--- src/rtl/control_loop_math_mc.sv ---
// control_loop_math_mc
//   Multi-channel PI update engine. One update per arm computes
//     adj = adj_prev[ch] + (P + I*dt)*e_cur - P*e_prev[ch]
//   using a single shared sequential shift-add multiplier. The multiplier
//   retires one bit per cycle and is used three times per update: I*dt,
//   K*e_cur and P*e_prev. Each channel keeps its own e_prev and adj_prev.
//   The result is saturated to the adj_val format and clamped to the DAC
//   range. With ANTI_WINDUP=1 the clamped DAC code is stored as adj_prev.
//   Latency is 3*CONSTS_WID+2 cycles from the accepting edge to finished.
// Ports
//   clk, rst_L      clock and asynchronous active-low reset
//   arm             start request (level); finished is held while arm stays 1
//   ch_sel          channel to update (sampled on accept) or to clear
//   clr             in idle with arm=0: zero the history of channel ch_sel
//   setpt/measured  signed ADC words; e_cur = setpt - measured
//   cl_P/cl_I/dt    signed CONSTS_WHOLE.CONSTS_FRAC constants
//   busy            an update is in progress
//   finished        result valid; held until arm goes low
//   e_cur           error of the accepted update
//   adj_val         saturated adjustment, OUT_WHOLE.OUT_FRAC
//   dac_val         whole part of adj_val clamped to the DAC range
//   clamped         dac_val is not the exact result, because a saturation
//                   happened along the datapath or the DAC range was hit
module control_loop_math_mc #(
  parameter int CHANNELS     = 4,
  parameter int CONSTS_WHOLE = 8,
  parameter int CONSTS_FRAC  = 40,
  parameter int ADC_WID      = 18,
  parameter int DAC_DATA_WID = 20,
  parameter int OUT_WHOLE    = 20,
  parameter int OUT_FRAC     = 40,
  parameter int ANTI_WINDUP  = 1,
  localparam int CONSTS_WID  = CONSTS_WHOLE + CONSTS_FRAC,
  localparam int E_WID       = ADC_WID + 1,
  localparam int OUT_WID     = OUT_WHOLE + OUT_FRAC,
  localparam int CH_WID      = (CHANNELS > 1) ? $clog2(CHANNELS) : 1
) (
  input  logic                    clk,
  input  logic                    rst_L,
  input  logic                    arm,
  input  logic [CH_WID-1:0]       ch_sel,
  input  logic                    clr,
  input  logic [ADC_WID-1:0]      setpt,
  input  logic [ADC_WID-1:0]      measured,
  input  logic [CONSTS_WID-1:0]   cl_P,
  input  logic [CONSTS_WID-1:0]   cl_I,
  input  logic [CONSTS_WID-1:0]   dt,
  output logic                    busy,
  output logic                    finished,
  output logic [E_WID-1:0]        e_cur,
  output logic [OUT_WID-1:0]      adj_val,
  output logic [DAC_DATA_WID-1:0] dac_val,
  output logic                    clamped
);

  // Working width: holds any full product and the guarded adj sum exactly.
  localparam int PW    = 2 * CONSTS_WID;
  localparam int CNT_W = $clog2(CONSTS_WID);

  localparam logic signed [PW-1:0] ONE_W = PW'(1);
  localparam logic signed [PW-1:0] C_MAX = (ONE_W <<< (CONSTS_WID - 1)) - ONE_W;
  localparam logic signed [PW-1:0] C_MIN = ~C_MAX;
  localparam logic signed [PW-1:0] O_MAX = (ONE_W <<< (OUT_WID - 1)) - ONE_W;
  localparam logic signed [PW-1:0] O_MIN = ~O_MAX;
  localparam logic signed [PW-1:0] D_MAX = (ONE_W <<< (DAC_DATA_WID - 1)) - ONE_W;
  localparam logic signed [PW-1:0] D_MIN = ~D_MAX;

  typedef enum logic [2:0] {IDLE, MUL_IDT, MUL_EK, MUL_PE, SUM, DONE} state_t;

  function automatic logic [CONSTS_WID-1:0] sat_c(input logic signed [PW-1:0] v);
    if (v > C_MAX) return C_MAX[CONSTS_WID-1:0];
    if (v < C_MIN) return C_MIN[CONSTS_WID-1:0];
    return v[CONSTS_WID-1:0];
  endfunction

  function automatic logic [OUT_WID-1:0] sat_o(input logic signed [PW-1:0] v);
    if (v > O_MAX) return O_MAX[OUT_WID-1:0];
    if (v < O_MIN) return O_MIN[OUT_WID-1:0];
    return v[OUT_WID-1:0];
  endfunction

  function automatic logic [DAC_DATA_WID-1:0] sat_d(input logic signed [PW-1:0] v);
    if (v > D_MAX) return D_MAX[DAC_DATA_WID-1:0];
    if (v < D_MIN) return D_MIN[DAC_DATA_WID-1:0];
    return v[DAC_DATA_WID-1:0];
  endfunction

  state_t                       state;
  logic [CH_WID-1:0]            ch_r;
  logic signed [CONSTS_WID-1:0] p_r;
  logic signed [PW-1:0]         acc;
  logic signed [PW-1:0]         mcand;
  logic [CONSTS_WID-1:0]        mplier;
  logic [CNT_W-1:0]             cnt;
  logic signed [OUT_WID-1:0]    ek_r;
  logic signed [OUT_WID-1:0]    pe_r;
  logic signed [OUT_WID-1:0]    adj_r;
  logic                         sat_seen;
  logic signed [E_WID-1:0]      e_prev   [CHANNELS];
  logic signed [OUT_WID-1:0]    adj_prev [CHANNELS];

  logic                    last;
  logic signed [PW-1:0]    term, acc_nxt, idt_full, k_full, adj_full, whole_full;
  logic [CONSTS_WID-1:0]   idt_s, k_s;
  logic [OUT_WID-1:0]      prod_s, adj_s;
  logic [DAC_DATA_WID-1:0] dac_s;
  logic                    idt_ovf, k_ovf, prod_ovf, adj_ovf, dac_ovf;

  // NOTE: every signal gets a default before any conditional assignment so
  // that no path leaves it unassigned, which would infer a latch.
  always_comb begin
    last = (cnt == CNT_W'(CONSTS_WID - 1));
    term = '0;
    // Two's complement: the top multiplier bit carries negative weight.
    if (mplier[0]) term = last ? -mcand : mcand;
    acc_nxt = acc + term;

    idt_full = acc_nxt >>> CONSTS_FRAC;
    idt_s    = sat_c(idt_full);
    idt_ovf  = (idt_full > C_MAX) || (idt_full < C_MIN);
    k_full   = PW'(p_r) + PW'($signed(idt_s));
    k_s      = sat_c(k_full);
    k_ovf    = (k_full > C_MAX) || (k_full < C_MIN);

    // e is an integer, so K*e and P*e_prev already sit at OUT_FRAC.
    prod_s   = sat_o(acc_nxt);
    prod_ovf = (acc_nxt > O_MAX) || (acc_nxt < O_MIN);

    adj_full = PW'(adj_prev[ch_r]) + PW'(ek_r) - PW'(pe_r);
    adj_s    = sat_o(adj_full);
    adj_ovf  = (adj_full > O_MAX) || (adj_full < O_MIN);

    whole_full = PW'($signed(adj_r[OUT_WID-1:OUT_FRAC]));
    dac_s      = sat_d(whole_full);
    dac_ovf    = (whole_full > D_MAX) || (whole_full < D_MIN);
  end

  // NOTE: sequential state uses non-blocking assignments only, so every
  // register samples the pre-edge values regardless of statement order.
  always_ff @(posedge clk or negedge rst_L) begin
    if (!rst_L) begin
      state    <= IDLE;
      ch_r     <= '0;
      p_r      <= '0;
      acc      <= '0;
      mcand    <= '0;
      mplier   <= '0;
      cnt      <= '0;
      ek_r     <= '0;
      pe_r     <= '0;
      adj_r    <= '0;
      sat_seen <= 1'b0;
      busy     <= 1'b0;
      finished <= 1'b0;
      e_cur    <= '0;
      adj_val  <= '0;
      dac_val  <= '0;
      clamped  <= 1'b0;
      // NOTE: the channel history is deliberately reset: a loop must restart
      // from zero history after reset, so these stay flops, not a RAM.
      for (int i = 0; i < CHANNELS; i++) begin
        e_prev[i]   <= '0;
        adj_prev[i] <= '0;
      end
    end else begin
      case (state)
        IDLE: begin
          if (arm) begin
            ch_r     <= ch_sel;
            p_r      <= cl_P;
            mcand    <= PW'($signed(cl_I));
            mplier   <= dt;
            acc      <= '0;
            cnt      <= '0;
            sat_seen <= 1'b0;
            e_cur    <= {setpt[ADC_WID-1], setpt} - {measured[ADC_WID-1], measured};
            busy     <= 1'b1;
            state    <= MUL_IDT;
          end else if (clr) begin
            e_prev[ch_sel]   <= '0;
            adj_prev[ch_sel] <= '0;
          end
        end

        MUL_IDT, MUL_EK, MUL_PE: begin
          acc    <= acc_nxt;
          mcand  <= mcand <<< 1;
          mplier <= mplier >> 1;
          cnt    <= cnt + CNT_W'(1);
          if (last) begin
            // Product complete: consume it and load the next operand pair.
            acc <= '0;
            cnt <= '0;
            case (state)
              MUL_IDT: begin
                sat_seen <= sat_seen | idt_ovf | k_ovf;
                mcand    <= PW'($signed(e_cur));
                mplier   <= k_s;
                state    <= MUL_EK;
              end
              MUL_EK: begin
                ek_r     <= prod_s;
                sat_seen <= sat_seen | prod_ovf;
                mcand    <= PW'(e_prev[ch_r]);
                mplier   <= p_r;
                state    <= MUL_PE;
              end
              default: begin
                pe_r     <= prod_s;
                sat_seen <= sat_seen | prod_ovf;
                state    <= SUM;
              end
            endcase
          end
        end

        SUM: begin
          adj_r    <= adj_s;
          sat_seen <= sat_seen | adj_ovf;
          state    <= DONE;
        end

        DONE: begin
          // First DONE cycle publishes the result and commits the history;
          // afterwards the result is held until arm is released.
          if (!finished) begin
            adj_val        <= adj_r;
            dac_val        <= dac_s;
            clamped        <= sat_seen | dac_ovf;
            finished       <= 1'b1;
            busy           <= 1'b0;
            e_prev[ch_r]   <= e_cur;
            if (ANTI_WINDUP != 0)
              adj_prev[ch_r] <= {OUT_WHOLE'($signed(dac_s)), {OUT_FRAC{1'b0}}};
            else
              adj_prev[ch_r] <= adj_r;
          end else if (!arm) begin
            finished <= 1'b0;
            state    <= IDLE;
          end
        end

        default: state <= IDLE;
      endcase
    end
  end

endmodule

--- config.mk ---
export PLATFORM = sky130hd
export DESIGN_NAME = control_loop_math_mc
export DESIGN_NICKNAME = d
export VERILOG_FILES = /design/src/rtl/control_loop_math_mc.sv
export SDC_FILE = /design/constraint.sdc
export NUM_CORES = 2
export LEC_CHECK = 0
export BUFFER_PORTS_ARGS = -buffer_cell sky130_fd_sc_hd__buf_2
export CAP_MARGIN = 40
export CELL_PAD_IN_SITES_DETAIL_PLACEMENT = 0
export CELL_PAD_IN_SITES_GLOBAL_PLACEMENT = 1
export CORE_ASPECT_RATIO = 0.5
export CORE_UTILIZATION = 44
export DETAILED_ROUTE_END_ITERATION = 8
export PLACE_DENSITY_LB_ADDON = 0.1
export SETUP_SLACK_MARGIN = 0.1
export SLEW_MARGIN = 10
export SYNTH_ARGS = -nofsm -noshare
export SYNTH_HDL_FRONTEND = slang
export SYNTH_SLANG_ARGS = --single-unit
--- constraint.sdc ---
create_clock -name clk -period 10 [get_ports clk]
set_clock_uncertainty 0.2 [all_clocks]
set_input_delay 0.5 -clock clk [delete_from_list [all_inputs] [get_ports clk]]
set_output_delay 0.5 -clock clk [all_outputs]
set_load 0.005 [all_outputs]
==> results.json <==
{
  "syn_inst": 6019,
  "setup_ws_ps": 364,
  "drc": 0,
  "synthSimpleGateAreaFrac_pct": 16.1,
  "worstPathRequired_ps": 10390,
  "cpMostUsedCell": "buf_4",
  "syn_avg_cell_area_um2": 9.12,
  "setup_violations": 0,
  "clock_sinks": 898,
  "cpPeakStageDelay_ps": 550,
  "cts_tree": "yes",
  "clkSlewWorstSetupHoldPaths_ps": 70,
  "path_class": "reg -> reg",
  "grt_usage_pct": 30.9,
  "synth-compound-area-share_pct": 22.4,
  "drv_slew": 0,
  "yosys_register_bits": 898,
  "placed_cell_area_um2": 63100,
  "area_delta_synth_final_pct": 25.8,
  "slew_headroom_pct": 33.5,
  "seq_area_frac_synth_pct": 40.9,
  "cts_buffers": 87,
  "hpwl_um": 145000,
  "yosysWarnings": 0,
  "hold_viol_final": 0,
  "status": "complete, no violations",
  "coreArea_um2": 124000,
  "antenna_found_initial": 4,
  "viasPerCell": 5.73,
  "synth_mux_area_share_pct": 3.61,
  "seqCellArea_um2": 22500,
  "start_util_pct": 44.5,
  "period_needed_ps": 9640,
  "portBuffers": 287,
  "die_area_um2": 126000,
  "wl_per_cell_um": 22.7,
  "final_area_um2": 69100,
  "rsz0062_at_grt": "true",
  "synth_ff_type": "dfrtp_1",
  "clock_path_buffers": 3,
  "start_kind": "flop",
  "drive_gt1_share_pct": 22.7,
  "place.gp.congestion": 0.967,
  "synth_edf_count": 0,
  "routed_wl_um": 197000,
  "grt_pass1_wl_um": 300000,
  "crit_arrival_ps": 10030,
  "nets": 7422,
  "place_ws_ps": -764,
  "endpoint_kind": "flop",
  "worstHoldPathType": "in -> reg",
  "worst_pin_slew_ps": 998,
  "max_freq_mhz": 104,
  "drv_cap": 0,
  "die_h_um": 252,
  "synth_area_um2": 54900,
  "postRouteAntennaNets": 0,
  "synthXorXnorAreaFrac_pct": 4.33,
  "io_pins": 288,
  "grt_start_max_net_pins": 159,
  "multi_input_area_um2": 30800,
  "synth_fa_ha_area_share_pct": 7.49,
  "crit_fanout": 13,
  "synth_top_family_by_area": "compound AO/OA/AOI/OAI gates",
  "insertion_delay_ps": 740,
  "syn_nets": 6496,
  "cts_max_level": 3,
  "ys_types": 97,
  "vias": 49700,
  "slowest_stage": "or4_4",
  "drt_iter0_markers": 4196,
  "die_width_um": 502,
  "cts_root_buf": "clkbuf_16",
  "nFillCells": 11300,
  "grt_pass1_vias": 49000,
  "timing.final.crit_share_pct": 96.4,
  "ys_async_sr_fraction_pct": 100,
  "firstDrtPassIters": 5,
  "overflow": 0,
  "row_count": 91
}
## area by class of cell
| cell class | instances | area share (%) |
|---|---|---|
| flip-flops and latches | 898 | 32.6 |
| inverters | 363 | 1.97 |
| well taps | 1674 | 3.03 |
| multi-input cells | 4381 | 44.6 |
| clock buffers | 114 | 3.55 |
| diodes | 1 | 0.00362 |
| clock inverters | 37 | 0.788 |
| repair buffers | 1214 | 13.6 |
## cells in the mapped netlist, types with 35 or more instances
| cell | n | area (µm²) |
|---|---|---|
| xor2_1 | 116 | 1020 |
| a21oi_1 | 421 | 2110 |
| o22a_1 | 62 | 543 |
| o21a_1 | 35 | 263 |
| xnor2_1 | 152 | 1330 |
| a21oi_2 | 48 | 420 |
| o32a_1 | 41 | 410 |
| a21o_1 | 130 | 976 |
| nand2_1 | 780 | 2930 |
| a221oi_1 | 58 | 508 |
| mux4_2 | 79 | 1780 |
| o21ai_0 | 424 | 2120 |
| o31ai_1 | 39 | 293 |
| nand3_1 | 56 | 280 |
| o21ai_1 | 77 | 385 |
| a31oi_1 | 35 | 219 |
| nor2_1 | 409 | 1540 |
| and2_1 | 256 | 1600 |
| fa_1 | 63 | 1260 |
| or3_1 | 37 | 231 |
| dfrtp_1 | 898 | 22500 |
| a22oi_1 | 39 | 293 |
| a22o_1 | 204 | 1790 |
| ha_1 | 228 | 2850 |
| nand4_1 | 73 | 457 |
| nor3_1 | 75 | 375 |
| clkbuf_1 | 329 | 1230 |
| inv_1 | 362 | 1360 |
## cells by family after synthesis
logic type,count (synthesis)
DFF,898
buffers and inverters,740
AOI/OAI and AO/OA,1848
muxes,97
xor gates and xnor gates,270
adders and majority gates,291
and+or+nand+nor,1875
## state kept, by name, indices dropped and copies added (netlist names)
| register | count |
|---|---|
| e_cur | 19 |
| ch_r | 2 |
| pe_r | 60 |
| cnt | 6 |
| e_prev | 76 |
| p_r | 48 |
| adj_r | 60 |
| mplier | 48 |
| adj_val | 60 |
| ek_r | 60 |
| mcand | 96 |
| acc | 96 |
| busy | 1 |
| state | 3 |
| clamped | 1 |
| sat_seen | 1 |
| dac_val | 20 |
| adj_prev | 240 |
| finished | 1 |
## what timing repair did
item | 4_1_cts | 5_1_grt
gates cloned | 2 | 8
endpoints found under the setup margin | 49 | 49
hold buffers | 143 | 0
pin swaps | 26 | 67
setup buffers | 15 | 21
endpoints found under the hold margin | 233 | 0
gates resized for setup | 78 | 165
## through the flow
stage / std cells / hold WS (ps) / util (%) / TNS, ps
5_1_grt: 8682 / 2.83 / 55.9 / -372
6_report: 8682 / 31.7 / 55.9 / 0
3_3_place_gp: 8329 / 253 / 50.8 / -22520
3_5_place_dp: 8341 / 256 / 51.1 / -34100
2_1_floorplan: 6019 / 4.41 / - / 0
4_1_cts: 8652 / 5.14 / 55.0 / 0
## layer usage
metal	GRT usage [%]	wire, µm	vias to the layer above
met5	0	36	-
met4	7.64	4520	6
met3	5.02	12000	249
met2	47.4	87300	1439
met1	45.4	93500	24900
li1	-	-	23100
## worst paths after layout
check                                     start                        to  slack (ps)  depth (start not counted)
setup / recovery           mcand[5]$_DFFE_PN0P_    mplier[18]$_DFFE_PN0P_         360                         46
hold / removal                         cl_I[20]     mcand[20]$_DFFE_PN0P_          30                          3
setup reg to reg           mcand[5]$_DFFE_PN0P_    mplier[18]$_DFFE_PN0P_         360                         46
max in group asynchronous                 rst_L     mcand[43]$_DFFE_PN0P_        7200                          4
min in group asynchronous                 rst_L  adj_prev[71]$_DFFE_PN0P_         170                          2
hold reg to reg            adj_r[5]$_DFFE_PN0P_    adj_val[5]$_DFFE_PN0P_         260                          2
## cells in the final DEF, fill, tap and decap left out, types with 71 or more instances in the layout
cell type,count
a21o_1,130
a21oi_1,393
a21oi_2,71
a22o_1,203
and2_1,248
buf_2,287
buf_4,740
clkbuf_16,93
dfrtp_1,895
dlygate4sd3_1,143
ha_1,208
inv_1,362
mux4_2,79
nand2_1,768
nand4_1,73
nor2_1,392
o21ai_0,393
o21ai_1,93
xnor2_1,152
xor2_1,116
## critical path, delay by kind of cell (launching register included)
kind | cells | cell delay, ps
buffers and inverters | 9 | 1410
xor gates and xnor gates | 1 | 230
and+or+nand+nor | 17 | 3710
DFF | 1 | 380
AOI/OAI and AO/OA | 17 | 3040
adders and majority gates | 2 | 470
Power is left out: the tool's default activity adds up to more than one toggle a clock period on the data nets, which glitch-free logic cannot reach.
